### config.mk
export PLATFORM = sky130hd
export DESIGN_NAME = flow_table_lookup_flat
export DESIGN_NICKNAME = d
export VERILOG_FILES = /design/src/rtl/flow_table_lookup_if.sv /design/src/rtl/flow_table_lookup.sv /design/src/flat_wrapper.sv
export SDC_FILE = /design/constraint.sdc
export NUM_CORES = 1
export LEC_CHECK = 0
export ABC_CLOCK_PERIOD_IN_PS = 3300
export CAP_MARGIN = 40
export CORE_UTILIZATION = 49
export CTS_CLUSTER_SIZE = 8
export DETAILED_ROUTE_END_ITERATION = 7
export PLACE_DENSITY_LB_ADDON = 0.3
export SYNTH_ARGS = -nofsm -noshare
export SYNTH_HDL_FRONTEND = slang
export SYNTH_SLANG_ARGS = --single-unit
### constraint.sdc
create_clock -name clk -period 3.3 [get_ports clk]
set_input_delay 0.33 -clock clk [delete_from_list [all_inputs] [get_ports clk]]
set_output_delay 0.33 -clock clk [all_outputs]
set_load 0.02 [all_outputs]
### src/rtl/flow_table_lookup_if.sv
// Request/response handshake bundle between a lookup client and the flow table search engine.
interface flow_table_lookup_if #(
    parameter int KWIDTH = 10,
    parameter int AWIDTH = 6,
    parameter int VWIDTH = 4
);
    logic              req_valid;
    logic              req_ready;
    logic [KWIDTH-1:0] req_key;
    logic              rsp_valid;
    logic              rsp_ready;
    logic              rsp_hit;
    logic [AWIDTH-1:0] rsp_index;
    logic [VWIDTH-1:0] rsp_value;

    modport master (
        output req_valid, req_key, rsp_ready,
        input  req_ready, rsp_valid, rsp_hit, rsp_index, rsp_value
    );

    modport slave (
        input  req_valid, req_key, rsp_ready,
        output req_ready, rsp_valid, rsp_hit, rsp_index, rsp_value
    );
endinterface

### src/rtl/flow_table_lookup.sv
// Linear-scan key search over the flow/MAC table through the RAM's secondary read port.
// Returns the first (lowest index) valid entry whose key matches, plus hit/miss statistics.
module flow_table_lookup #(
    parameter int DWIDTH = 15,
    parameter int AWIDTH = 6,
    parameter int DEPTH  = 64,
    parameter int KWIDTH = 10
) (
    input  logic                clk,
    input  logic                reset,
    flow_table_lookup_if.slave  lk,
    output logic [AWIDTH-1:0]   ram_addr,
    input  logic [DWIDTH-1:0]   ram_dout,
    output logic                busy,
    input  logic                stat_clear,
    output logic [15:0]         hit_count,
    output logic [15:0]         miss_count
);
    localparam int VWIDTH = DWIDTH - 1 - KWIDTH;
    localparam logic [AWIDTH-1:0] LAST_IDX = AWIDTH'(DEPTH - 1);

    localparam logic [1:0] ST_IDLE = 2'd0;
    localparam logic [1:0] ST_SCAN = 2'd1;
    localparam logic [1:0] ST_RESP = 2'd2;

    logic [1:0]        state_q,     state_d;
    logic [KWIDTH-1:0] key_q,       key_d;
    logic [AWIDTH-1:0] ram_addr_q,  ram_addr_d;
    logic [AWIDTH-1:0] chk_idx_q,   chk_idx_d;
    logic              chk_vld_q,   chk_vld_d;
    logic              rsp_valid_q, rsp_valid_d;
    logic              rsp_hit_q,   rsp_hit_d;
    logic [AWIDTH-1:0] rsp_index_q, rsp_index_d;
    logic [VWIDTH-1:0] rsp_value_q, rsp_value_d;
    logic [15:0]       hit_count_q, hit_count_d;
    logic [15:0]       miss_count_q, miss_count_d;

    logic              entry_vld;
    logic [KWIDTH-1:0] entry_key;
    logic [VWIDTH-1:0] entry_val;
    logic              entry_match;
    logic              hit_inc;
    logic              miss_inc;

    assign entry_vld   = ram_dout[DWIDTH-1];
    assign entry_key   = ram_dout[DWIDTH-2:VWIDTH];
    assign entry_val   = ram_dout[VWIDTH-1:0];
    assign entry_match = entry_vld && (entry_key == key_q);

    // ram_dout always reflects the address presented one cycle earlier, so chk_idx lags ram_addr by one.
    always_comb begin
        state_d     = state_q;
        key_d       = key_q;
        ram_addr_d  = ram_addr_q;
        chk_idx_d   = chk_idx_q;
        chk_vld_d   = chk_vld_q;
        rsp_valid_d = rsp_valid_q;
        rsp_hit_d   = rsp_hit_q;
        rsp_index_d = rsp_index_q;
        rsp_value_d = rsp_value_q;
        hit_inc     = 1'b0;
        miss_inc    = 1'b0;

        case (state_q)
            ST_IDLE: begin
                chk_vld_d = 1'b0;
                if (lk.req_valid) begin
                    key_d      = lk.req_key;
                    ram_addr_d = '0;
                    state_d    = ST_SCAN;
                end
            end
            ST_SCAN: begin
                if (ram_addr_q != LAST_IDX) begin
                    ram_addr_d = ram_addr_q + 1'b1;
                end
                chk_idx_d = ram_addr_q;
                chk_vld_d = 1'b1;
                if (chk_vld_q && entry_match) begin
                    rsp_valid_d = 1'b1;
                    rsp_hit_d   = 1'b1;
                    rsp_index_d = chk_idx_q;
                    rsp_value_d = entry_val;
                    hit_inc     = 1'b1;
                    chk_vld_d   = 1'b0;
                    state_d     = ST_RESP;
                end else if (chk_vld_q && (chk_idx_q == LAST_IDX)) begin
                    rsp_valid_d = 1'b1;
                    rsp_hit_d   = 1'b0;
                    rsp_index_d = '0;
                    rsp_value_d = '0;
                    miss_inc    = 1'b1;
                    chk_vld_d   = 1'b0;
                    state_d     = ST_RESP;
                end
            end
            ST_RESP: begin
                chk_vld_d = 1'b0;
                if (lk.rsp_ready) begin
                    rsp_valid_d = 1'b0;
                    ram_addr_d  = '0;
                    state_d     = ST_IDLE;
                end
            end
            default: begin
                state_d = ST_IDLE;
            end
        endcase
    end

    // Saturating counters; a coincident clear beats the increment.
    always_comb begin
        hit_count_d  = hit_count_q;
        miss_count_d = miss_count_q;
        if (stat_clear) begin
            hit_count_d  = '0;
            miss_count_d = '0;
        end else begin
            if (hit_inc && (hit_count_q != 16'hFFFF)) begin
                hit_count_d = hit_count_q + 16'd1;
            end
            if (miss_inc && (miss_count_q != 16'hFFFF)) begin
                miss_count_d = miss_count_q + 16'd1;
            end
        end
    end

    always_ff @(posedge clk) begin
        if (reset) begin
            state_q      <= ST_IDLE;
            key_q        <= '0;
            ram_addr_q   <= '0;
            chk_idx_q    <= '0;
            chk_vld_q    <= 1'b0;
            rsp_valid_q  <= 1'b0;
            rsp_hit_q    <= 1'b0;
            rsp_index_q  <= '0;
            rsp_value_q  <= '0;
            hit_count_q  <= '0;
            miss_count_q <= '0;
        end else begin
            state_q      <= state_d;
            key_q        <= key_d;
            ram_addr_q   <= ram_addr_d;
            chk_idx_q    <= chk_idx_d;
            chk_vld_q    <= chk_vld_d;
            rsp_valid_q  <= rsp_valid_d;
            rsp_hit_q    <= rsp_hit_d;
            rsp_index_q  <= rsp_index_d;
            rsp_value_q  <= rsp_value_d;
            hit_count_q  <= hit_count_d;
            miss_count_q <= miss_count_d;
        end
    end

    assign lk.req_ready = (state_q == ST_IDLE);
    assign lk.rsp_valid = rsp_valid_q;
    assign lk.rsp_hit   = rsp_hit_q;
    assign lk.rsp_index = rsp_index_q;
    assign lk.rsp_value = rsp_value_q;
    assign ram_addr     = ram_addr_q;
    assign busy         = (state_q != ST_IDLE);
    assign hit_count    = hit_count_q;
    assign miss_count   = miss_count_q;
endmodule
### src/flat_wrapper.sv
// flat-port wrapper written by rule: the top's interface ports become plain ports
module flow_table_lookup_flat 
#(
    parameter int DWIDTH = 15,
    parameter int AWIDTH = 6,
    parameter int DEPTH  = 64,
    parameter int KWIDTH = 10
)
  (clk, reset, ram_addr, ram_dout, busy, stat_clear, hit_count, miss_count, lk_req_valid, lk_req_key, lk_rsp_ready, lk_req_ready, lk_rsp_valid, lk_rsp_hit, lk_rsp_index, lk_rsp_value);
  flow_table_lookup_if #(.KWIDTH(KWIDTH), .AWIDTH(AWIDTH)) lk_i ();
  input  logic clk;
  input  logic reset;
  output logic [AWIDTH-1:0] ram_addr;
  input  logic [DWIDTH-1:0] ram_dout;
  output logic busy;
  input  logic stat_clear;
  output logic [15:0] hit_count;
  output logic [15:0] miss_count;
  input wire logic [$bits(lk_i.req_valid)-1:0] lk_req_valid;
  input wire logic [$bits(lk_i.req_key)-1:0] lk_req_key;
  input wire logic [$bits(lk_i.rsp_ready)-1:0] lk_rsp_ready;
  output wire logic [$bits(lk_i.req_ready)-1:0] lk_req_ready;
  output wire logic [$bits(lk_i.rsp_valid)-1:0] lk_rsp_valid;
  output wire logic [$bits(lk_i.rsp_hit)-1:0] lk_rsp_hit;
  output wire logic [$bits(lk_i.rsp_index)-1:0] lk_rsp_index;
  output wire logic [$bits(lk_i.rsp_value)-1:0] lk_rsp_value;
  assign lk_i.req_valid = lk_req_valid;
  assign lk_i.req_key = lk_req_key;
  assign lk_i.rsp_ready = lk_rsp_ready;
  assign lk_req_ready = lk_i.req_ready;
  assign lk_rsp_valid = lk_i.rsp_valid;
  assign lk_rsp_hit = lk_i.rsp_hit;
  assign lk_rsp_index = lk_i.rsp_index;
  assign lk_rsp_value = lk_i.rsp_value;
  flow_table_lookup #(.DWIDTH(DWIDTH), .AWIDTH(AWIDTH), .DEPTH(DEPTH), .KWIDTH(KWIDTH)) u_core (.clk(clk), .reset(reset), .lk(lk_i), .ram_addr(ram_addr), .ram_dout(ram_dout), .busy(busy), .stat_clear(stat_clear), .hit_count(hit_count), .miss_count(miss_count));
endmodule
======== Word-level counts from Yosys, hierarchy flattened ========
Cells that the tools add are included.
storage, ports and cells
  output and inout port bits .............. 52
  word-level logic and storage cells ...... 70
  bits in registers ....................... 69
  bits of input ports ..................... 30
cells by class
  reduce and logical (&&, ||, !) cells .... 18
  add/sub/neg operators ................... 3
  muxes and demuxes ....................... 27
  equality and inequality tests ........... 11
operators with widths
  operator               count
  $add 16x1->16 const B  2
  $ne 16x16->1 const B   2
  $mux 6                 5
  $pmux 6 s3             1
  $mux 1                 12
  $eq 10x10->1           1
  $mux 2                 4
  $mux 4                 2
  $reduce_bool 2->1      4
  $add 6x1->6 const B    1
  $eq 6x6->1 const B     1
  $ne 6x6->1 const B     1
  $pmux 2 s3             1
  $reduce_and 3->1       2
  $logic_and 1x1->1      5
  $ne 2x2->1 const B     2
  $pmux 1 s2             2
  $reduce_and 2->1       2
  $reduce_and 4->1       1
  $reduce_or 2->1        2
  $ne 3x1->1 const B     1
  $reduce_bool 3->1      1
  $eq 2x1->1 const B     1
  $eq 2x2->1 const B     1
  other kinds (2)        2

======== Longest topological paths before layout ========
Gate-level depths: netlist of the first run.
  depth after elaboration ................. 6
  depth in mapped cells ................... 9
  depth with buffers taken out ............ 7

======== Worst setup path before layout of the first run ========
Ideal clock, no wire load.
  kind .................................... input to register
  start ................................... input ram_dout[10]
  end ..................................... register u_core.hit_count_q[10], in the netlist u_core.hit_count[10]
  required time ........................... 3.230 ns
  setup time .............................. 0.070 ns
  arrival time ............................ 2.315 ns
  cell stages on the path ................. 7
  slack ................................... 0.914 ns
  path through ............................ xor2_1 > or4_4 > or4_1 > buf_2 > buf_6 > or4_1 > a21oi_1
between the ends
  word-level cells in the longest chain between the ends .. 6
RTL lines
  what                  RTL line                  text
  from (decl)           flat_wrapper.sv:14        input logic [DWIDTH-1:0] ram_dout;
  $eq 10x10->1          flow_table_lookup.sv:48   assign entry_match = entry_vld && (entry_key == key_q);
  $logic_and 1x1->1     flow_table_lookup.sv:48
  $logic_and 1x1->1     flow_table_lookup.sv:79   if (chk_vld_q && entry_match) begin
  $mux 1                flow_table_lookup.sv:79
  $mux 1                flow_table_lookup.sv:64   case (state_q)
  $logic_and 1x1->1     flow_table_lookup.sv:119  if (hit_inc && (hit_count_q != 16'hFFFF)) begin
  to (signal assigned)  flow_table_lookup.sv:151  hit_count_q <= hit_count_d;
  to (decl)             flow_table_lookup.sv:35   logic [15:0] hit_count_q, hit_count_d;
No other way between the ends.
A chain may end at the register's enable or synchronous reset.

======== Worst setup path in the final report of the first run ========
  start ................................... input ram_dout[10]
  end ..................................... register u_core.hit_count_q[5], in the netlist u_core.hit_count[5]
The elaborated chain is that of the path after synthesis.

==> results of run 1 <==
report_power, final:
group	internal, W	switching (W)
sequential	0.000862	0.0000281
clock	0.000365	0.000322
combinational	0.000138	0.000166
total	0.00137	0.000517
critical path, stage by stage:
cell,delay [ns]
clkdlybuf4s50_1,0.42
xor2_1,0.16
or4_4,0.55
or4_1,0.62
buf_4,0.26
or4_1,0.47
a21oi_1,0.18
registers in the layout, indices dropped and copies added (netlist names):
signal and cells:
u_core.lk.rsp_value 4, u_core.chk_idx_q 6, u_core.miss_count 16, u_core.lk.rsp_valid 1, u_core.chk_vld_q 1, u_core.key_q 10
u_core.lk.rsp_index 6, u_core.ram_addr 6, u_core.hit_count 16, u_core.lk.rsp_hit 1, u_core.state_q 2
synthesized netlist by cell type (2+ instances only):
| library cell | count | area share (%) |
|---|---|---|
| clkbuf_1 | 17 | 1.9 |
| nor3_1 | 2 | 0.30 |
| or3_1 | 12 | 2.2 |
| xor2_1 | 11 | 2.9 |
| nand2_1 | 55 | 6.2 |
| nand3_1 | 23 | 3.4 |
| ha_1 | 8 | 3.0 |
| o21ai_0 | 11 | 1.6 |
| or4b_2 | 2 | 0.60 |
| xnor2_1 | 3 | 0.78 |
| nand4_1 | 12 | 2.2 |
| nor4_1 | 7 | 1.3 |
| o211a_1 | 2 | 0.60 |
| mux2i_1 | 12 | 3.6 |
| dfxtp_1 | 69 | 41 |
| and2_1 | 4 | 0.75 |
| and4_1 | 6 | 1.6 |
| nor2_1 | 20 | 2.2 |
| inv_1 | 10 | 1.1 |
| o31ai_1 | 15 | 3.4 |
| buf_1 | 2 | 0.22 |
| and3_1 | 12 | 2.2 |
| or2_2 | 2 | 0.37 |
| a21oi_1 | 45 | 6.7 |
| a31oi_1 | 2 | 0.37 |
| nor2b_1 | 2 | 0.37 |
| or4_1 | 18 | 4.0 |
cell families (layout without fill, tap and decap cells):
logic type	count (synthesis)	after routing
adder cells (fa/ha/maj)	8	8
flip-flops	69	69
AND/OR/NAND/NOR	181	181
multiplexers	12	12
XOR/XNOR	14	14
AO/OA/AOI/OAI	88	88
buffers and inverters	31	115
worst max-delay path by stage:
stage,end,startpoint
5_1_grt,u_core.hit_count[5]$_SDFFE_PP0P_,ram_dout[10]
3_3_place_gp,u_core.hit_count[5]$_SDFFE_PP0P_,ram_dout[10]
6_report,u_core.hit_count[5]$_SDFFE_PP0P_,ram_dout[10]
4_1_cts,u_core.hit_count[5]$_SDFFE_PP0P_,ram_dout[10]
3_5_place_dp,u_core.hit_count[5]$_SDFFE_PP0P_,ram_dout[10]
2_1_floorplan,u_core.hit_count[10]$_SDFFE_PP0P_,ram_dout[10]
routing by layer:
metal / vias up / global-route usage, % / wire length [um]
met5: - / 0 / 0
met1: 1616 / 29.5 / 3700
met2: 123 / 42.1 / 4140
met4: 0 / 11.9 / 226
li1: 1650 / - / -
met3: 26 / 7.57 / 594
through the flow:
stage          total power, W  cell area (um2)
5_1_grt               0.00196             4430
2_1_floorplan         0.00109             3350
4_1_cts               0.00189             4430
3_5_place_dp          0.00121             4240
3_3_place_gp          0.00121             4240
6_report              0.00188             4430
area by class of cell:
cell class | count | share of cell area, %
Timing Repair Buffer | 89 | 19.7
Multi-Input combinational cell | 303 | 41.8
Tap cell | 77 | 2.17
Clock buffer | 11 | 3.19
Clock inverter | 5 | 1.13
Sequential cell | 69 | 31.2
Inverter | 10 | 0.847
==> flow_summary.yaml, run 1 <==
run_status:
  status: "finished with violations"
  violations: "design-rule violations"
layout:
  antenna_cells: 0
  final_common_cell: "clkdlybuf4s50_1"
  most-common-layout-cells: "clkdlybuf4s50_1, dfxtp_1, nand2_1, a21oi_1, nand3_1"
  fin_nets: 520
  fillers: 545
  multiInputGateArea_um2: 1850
  regArea_um2: 1380
  stdcell_count: 564
  drive_gt1_share_pct: 5.95
  utilization_pct: 68.2
  area_growth_pct: 32.1
worst_hold_path:
  hold_path_depth: 2
  hold_end: "u_core.lk.rsp_hit$_SDFFE_PP0P_"
  min_path_type: "reg -> reg"
  min_from: "u_core.lk.rsp_hit$_SDFFE_PP0P_"
place:
  numPortBuffers: 81
  gp_congestion: 0.812
  dp_slack_ns: 0.218
  numPlacedInstances: 548
  dp_hpwl_um: 6090
clock_network:
  cts_tree: "done"
  post_cts_buffers: 0
  h-tree-depth: 3
  ctsHoldBuffers: 0
  cts.repair.resized: 0
  clockRootBuffer: "clkbuf_8"
  cts.sinks: 69
  clk_pin_slew_ns: 0.07
  insertion_delay_ns: 0.35
  cts_buffers: 9
  cts-root-to-sink-buffers: 2
route:
  routedWlPerCell_um: 15.4
  antenna_left: 0
  wirelength_um: 8660
  firstDrtPassIters: 7
  drc: 7
  drt-initial-drc-count: 197
  routed-via-count: 3415
  viasPerCell: 6.05
flow_run:
  maxCapViolations: 0
global_routing:
  antenna_found_initial: 0
  grt_pass1_wl_um: 14500
  grt_max_degree: 33
  grt_use_total_pct: 25.1
  grt_remaining_overflow: 0
  grt_pass1_vias: 3288
logic_synthesis:
  synth_seq_area_share_pct: 41.2
  ys.warnings.count: 0
  syn-mean-instance-area_um2: 8.32
  syn_area_um2: 3350
  ys_async_sr_fraction_pct: 0
  synth_seq_cells: 69
  synthAdderAreaFrac_pct: 2.99
  synth-main-ff-cell: "dfxtp_1"
  synth_top_family_by_area: "simple AND/OR/NAND/NOR gates"
  synth_xor_area_share_pct: 3.66
  synth_compound_area_share_pct: 16.0
  yosysUniqueCellTypes: 46
  synthesis.instances: 403
  mappedNetlistNets: 441
  synth_mux_area_share_pct: 3.58
  synth_edf_count: 0
  synthSimpleGateAreaFrac_pct: 28.8
floorplan:
  ioPinCount: 82
  die_w_um: 84.7
  rows: 29
  die_h_um: 84.7
  start_util_pct: 51.6
  coreArea_um2: 6490
  die_area_um2: 7180
critical_path:
  path_class: "in -> reg"
  worstPathMaxFanout: 19
  r2r-end: "u_core.hit_count[5]$_SDFFE_PP0P_"
  cp-start-kind: "input port"
  crit_required_ns: 3.56
  cp-end-kind: "flop"
  arrival_ns: 2.99
  r2r_cells: 6
  rrSetupSlack_ns: 0.65
  reg2reg_from: "u_core.key_q[6]$_SDFFE_PP0P_"
sta:
  max_freq_ghz: 0.366
  fin_ws_ns: 0.571
  rsz0062_at_grt: "no"
  setup_viol_count_final: 0
  worstMarginPinSlew_ns: 0.812
  final.min_clock_period_ns: 2.73
  whs_ns: 0.460
  fin_skew_ns: 0.00917
  maxSlewViolCount: 0
  hold_violations: 0
  finalCritPeriodShare_pct: 82.7
  setup_tns_ns: 0
  relSlewSlack_pct: 45.9
power:
  leakagePower_nw: 1.54
  power.density_nw_per_um2: 425
  peakVddDrop_mv: 0.301
(Power assumes the default switching activity.)
==> run 2: changes to the inputs <==
Settings changed: ABC_CLOCK_PERIOD_IN_PS 3300 to 2300, CORE_UTILIZATION 49 to 45.
Clock period 3.3 ns to 2.3 ns, I/O delays scaled along.
==> flow_summary.yaml, run 2 (synthesized netlist as in run 1, its figures left out) <==
sta:
  fin_skew_ns: 0.0108
  max_freq_ghz: 0.416
  finalCritPeriodShare_pct: 104
  hold_violations: 0
  rsz0062_at_grt: "yes"
  setup_viol_count_final: 9
  final.min_clock_period_ns: 2.40
  worstMarginPinSlew_ns: 0.647
  setup_tns_ns: -0.416
  maxSlewViolCount: 0
  relSlewSlack_pct: 56.5
  fin_ws_ns: -0.101
critical_path:
  path_common_cell: "or4_4"
  cp-start-kind: "flop"
  worstPathCellList: "xor2_2 -> or4_4 -> buf_4 -> or4_4 -> or4_1 -> and3_1"
  path_class: "reg -> reg"
  endpoint: "u_core.hit_count[14]$_SDFFE_PP0P_"
  rrSetupSlack_ns: -0.10
  r2r_cells: 6
  path_buf_inv: 1
  worstPathMaxFanout: 4
  critPathMaxStageDelay_ns: 0.54
  crit_required_ns: 2.52
  cp-end-kind: "flop"
  crit_family: "simple AND/OR/NAND/NOR gates"
  path_depth: 6
  r2r-end: "u_core.hit_count[14]$_SDFFE_PP0P_"
  crit_start: "u_core.key_q[2]$_SDFFE_PP0P_"
  critPathSlowestCell: "or4_4"
  arrival_ns: 2.62
  reg2reg_from: "u_core.key_q[2]$_SDFFE_PP0P_"
place:
  gp_congestion: 0.827
  numPortBuffers: 81
  place_area_um2: 4430
  dp_hpwl_um: 6210
clock_network:
  clockRootBuffer: "clkbuf_8"
  cts_buffers: 9
  cts_tree: "done"
  cts.sinks: 69
  cts-root-to-sink-buffers: 2
  ctsHoldBuffers: 0
  h-tree-depth: 3
  clk_pin_slew_ns: 0.07
  insertion_delay_ns: 0.33
route:
  routedWlPerCell_um: 14.5
  firstDrtPassIters: 4
  wirelength_um: 8820
  antenna_left: 0
  routed-via-count: 3378
  drt-initial-drc-count: 150
  viasPerCell: 5.55
  drc: 0
global_routing:
  antenna_found_initial: 0
  grt_remaining_overflow: 0
  grt_pass1_wl_um: 13900
  grt_max_degree: 35
  grt_pass1_vias: 3086
  grt_use_total_pct: 22.6
floorplan:
  coreArea_um2: 7210
  die_area_um2: 7800
  start_util_pct: 46.5
  ioPinCount: 82
  rows: 31
  die_h_um: 88.3
  die_w_um: 88.3
run_status:
  violations: "negative setup slack"
  status: "finished with violations"
power:
  p_comb_share_pct: 19.4
  finalPower_w: 0.00258
  power.density_nw_per_um2: 548
  leakagePower_nw: 1.65
  p_sw_w: 0.000721
  p_clk_share_pct: 31.5
  internal_power_w: 0.00186
  peakVddDrop_mv: 0.458
  seqPwrFrac_pct: 49.1
  sw_frac_of_total_pct: 27.9
layout:
  drive_gt1_share_pct: 14.3
  postLayoutCellArea_um2: 4710
  area_growth_pct: 40.5
  utilization_pct: 65.3
  antenna_cells: 0
  most-common-layout-cells: "clkdlybuf4s50_1, dfxtp_1, nand2_1, a21oi_1, buf_4"
  fin_nets: 543
  final_common_cell: "clkdlybuf4s50_1"
flow_run:
  maxCapViolations: 0
worst_hold_path:
  min_path_type: "in -> reg"
-- run 2: cell types whose count changed in the layout (fill, tap and decap cells not counted), sizes merged --
cell	previous run	this run
buf	8	30
or4	19	20
bufinv	1	0
clkbuf	11	14
clkinv	4	2
clkdlybuf4s50	81	80
dlymetal6s2s	0	1
-- run 2: what timing repair did --
item,4_1_cts,5_1_grt
gates cloned,0,1
buffers inserted,2,1
pin swaps,1,20
setup endpoints to repair,12,28
resized for setup,1,27
-- run 2: worst min path at each step --
stage                                     endpoint  cells past startpoint  slack, ns                           start
global route          u_core.key_q[8]$_SDFFE_PP0P_                      3       0.44                   lk_req_key[8]
floorplan             u_core.key_q[0]$_SDFFE_PP0P_                      2       0.37                   lk_req_key[0]
CTS                   u_core.key_q[8]$_SDFFE_PP0P_                      3       0.43                   lk_req_key[8]
global placement    u_core.lk.rsp_hit$_SDFFE_PP0P_                      2       0.45  u_core.lk.rsp_hit$_SDFFE_PP0P_
detailed placement  u_core.lk.rsp_hit$_SDFFE_PP0P_                      2       0.45  u_core.lk.rsp_hit$_SDFFE_PP0P_
finish                u_core.key_q[8]$_SDFFE_PP0P_                      3       0.45                   lk_req_key[8]
-- run 2: cell type report --
type | count | area (um2)
Timing Repair Buffer | 111 | 1060
Inverter | 10 | 37.5
Sequential cell | 69 | 1380
Clock inverter | 2 | 10.0
Clock buffer | 14 | 143
Multi-Input combinational cell | 304 | 1950
Fill cell | 625 | 2500
Tap cell | 99 | 124
-- run 2: power groups by stage --
stage	clock network [W]	registers (W)	logic, W
global route	0.000898	0.00127	0.000543
finish	0.000815	0.00127	0.000501
global placement	0	0.00129	0.000477
detailed placement	0	0.00129	0.000487
floorplan	0	0.00131	0.000260
CTS	0.000837	0.00127	0.000490
-- run 2: tightest hold or removal path, delay by kind of cell --
| kind | cells | cell delay, ns |
|---|---|---|
| AO/OA/AOI/OAI | 1 | 0.05 |
| AND/OR/NAND/NOR | 1 | 0.06 |
| buffers and inverters | 1 | 0.39 |
-- run 2: per-layer routing --
metal | vias up | track usage [%] | part of all wire [%] | wire length [um]
li1 | 1689 | - | - | -
met1 | 1587 | 27.8 | 44 | 3880
met2 | 96 | 38.5 | 48 | 4270
met3 | 6 | 6.34 | 6.8 | 603
met4 | 0 | 6.60 | 0.73 | 64
met5 | - | 0 | 0 | 0
-- run 2: through the flow --
stage	hold WS [ns]	worst slack, ns	instances
floorplan	0.366	-0.0104	403
global placement	0.448	-0.417	589
detailed placement	0.454	-0.520	589
CTS	0.426	-0.109	607
global route	0.438	-0.127	609
finish	0.445	-0.101	609
==> run 3: changes to the inputs <==
Settings changed: SKIP_LAST_GASP from default to 1.
==> flow_summary.yaml, run 3 (synthesized netlist as in run 1, its figures left out) <==
critical_path:
  rrSetupSlack_ns: -0.10
  cp-end-kind: "flop"
  reg2reg_from: "u_core.key_q[2]$_SDFFE_PP0P_"
  path_class: "reg -> reg"
  cp-start-kind: "flop"
  critPathSlowestCell: "or4_4"
  r2r-end: "u_core.hit_count[14]$_SDFFE_PP0P_"
  r2r_cells: 6
  critPathMaxStageDelay_ns: 0.55
  crit_required_ns: 2.53
  worstPathCellList: "xor2_2 -> or4_4 -> buf_4 -> or4_4 -> or4_1 -> and3_1"
  worstPathMaxFanout: 4
  arrival_ns: 2.63
  path_common_cell: "or4_4"
run_status:
  status: "finished with violations"
  violations: "negative setup slack"
sta:
  fin_ws_ns: -0.100
  final.min_clock_period_ns: 2.40
  setup_viol_count_final: 10
  setup_tns_ns: -0.481
  relSlewSlack_pct: 56.2
  maxSlewViolCount: 0
  whs_ns: 0.445
  worstMarginPinSlew_ns: 0.652
  finalCritPeriodShare_pct: 104
  max_freq_ghz: 0.417
  hold_violations: 0
  fin_skew_ns: 0.0131
  rsz0062_at_grt: "yes"
place:
  numPortBuffers: 81
  numPlacedInstances: 589
  dp_hpwl_um: 6210
  gp_congestion: 0.827
layout:
  final_common_cell: "clkdlybuf4s50_1"
  antenna_cells: 0
  area_growth_pct: 40.2
  utilization_pct: 65.2
  drive_gt1_share_pct: 13.7
  most-common-layout-cells: "clkdlybuf4s50_1, dfxtp_1, nand2_1, a21oi_1, buf_4"
  stdcell_count: 609
  fin_nets: 543
worst_hold_path:
  min_path_type: "in -> reg"
  hold_path_depth: 3
  min_from: "lk_req_key[8]"
  hold_end: "u_core.key_q[8]$_SDFFE_PP0P_"
flow_run:
  maxCapViolations: 0
global_routing:
  grt_use_total_pct: 22.6
  grt_max_degree: 35
  grt_remaining_overflow: 0
  antenna_found_initial: 0
  grt_pass1_wl_um: 13900
  grt_pass1_vias: 3086
route:
  firstDrtPassIters: 4
  wirelength_um: 8870
  routed-via-count: 3379
  drt-initial-drc-count: 140
  viasPerCell: 5.55
  routedWlPerCell_um: 14.6
  drc: 0
  antenna_left: 0
clock_network:
  cts_tree: "done"
  clk_pin_slew_ns: 0.07
  clockRootBuffer: "clkbuf_8"
  insertion_delay_ns: 0.34
  ctsHoldBuffers: 0
  cts.sinks: 69
  cts-root-to-sink-buffers: 2
  h-tree-depth: 3
  cts_buffers: 9
power:
  peakVddDrop_mv: 0.455
  power.density_nw_per_um2: 550
  leakagePower_nw: 1.65
  finalPower_w: 0.00259
floorplan:
  die_area_um2: 7800
  die_h_um: 88.3
  ioPinCount: 82
  die_w_um: 88.3
  start_util_pct: 46.5
  rows: 31
  coreArea_um2: 7210
==> run 3: cell counts in the layout (fill, tap and decap cells not counted) <==
No cell type changed its count.
==> run 3: layout make-up <==
type | count | area [um2]
Inverter | 10 | 37.5
Multi-Input combinational cell | 304 | 1940
Clock buffer | 14 | 143
Tap cell | 99 | 124
Timing Repair Buffer | 111 | 1060
Clock inverter | 2 | 10.0
Fill cell | 628 | 2510
Sequential cell | 69 | 1380
==> run 3: timing repair <==
item | in CTS | in global routing
setup endpoints to repair | 12 | 28
resized for setup | 0 | 25
pin swaps | 1 | 19
buffers inserted | 2 | 1
endpoints found under the hold margin | 0 | 0
gates cloned | 0 | 1
==> run 3: power by group <==
| group | leakage (nW) | switching (W) | internal, W |
|---|---|---|---|
| logic | 1.01 | 0.000268 | 0.000233 |
| clock network | 0.0784 | 0.000426 | 0.000391 |
| registers | 0.558 | 0.0000288 | 0.00124 |
==> run 3: how the worst max path moves through the flow <==
stage | from | to | depth (start not counted)
after floorplan | u_core.key_q[8]$_SDFFE_PP0P_ | u_core.hit_count[14]$_SDFFE_PP0P_ | 6
after global placement | ram_dout[12] | u_core.hit_count[10]$_SDFFE_PP0P_ | 7
after detailed placement | ram_dout[12] | u_core.hit_count[10]$_SDFFE_PP0P_ | 7
after CTS | u_core.key_q[4]$_SDFFE_PP0P_ | u_core.hit_count[4]$_SDFFE_PP0P_ | 6
final | u_core.key_q[2]$_SDFFE_PP0P_ | u_core.hit_count[14]$_SDFFE_PP0P_ | 6
after global routing | u_core.key_q[2]$_SDFFE_PP0P_ | u_core.hit_count[14]$_SDFFE_PP0P_ | 6
==> run 3: critical path: cells and delay by family, from the launching register on <==
kind	cells	cell delay, ns
buffers and inverters	1	0.15
xor gates and xnor gates	1	0.15
DFF	1	0.33
and+or+nand+nor	4	1.67
==> run 3: per-stage QoR <==
stage,cell area [um2],worst slack [ns]
floorplan,3370,-0.0104
global placement,4430,-0.417
detailed placement,4430,-0.520
CTS,4600,-0.111
global route,4700,-0.127
finish,4700,-0.100
==> run 3: routing by layer <==
layer / up-vias / share of wire, % / GRT usage (%) / wire length [um]
met4: 0 / 1.0 / 6.60 / 93
li1: 1685 / - / - / -
met1: 1587 / 45 / 27.8 / 3970
met5: - / 0 / 0 / 0
met2: 98 / 47 / 38.5 / 4210
met3: 9 / 6.8 / 6.34 / 602
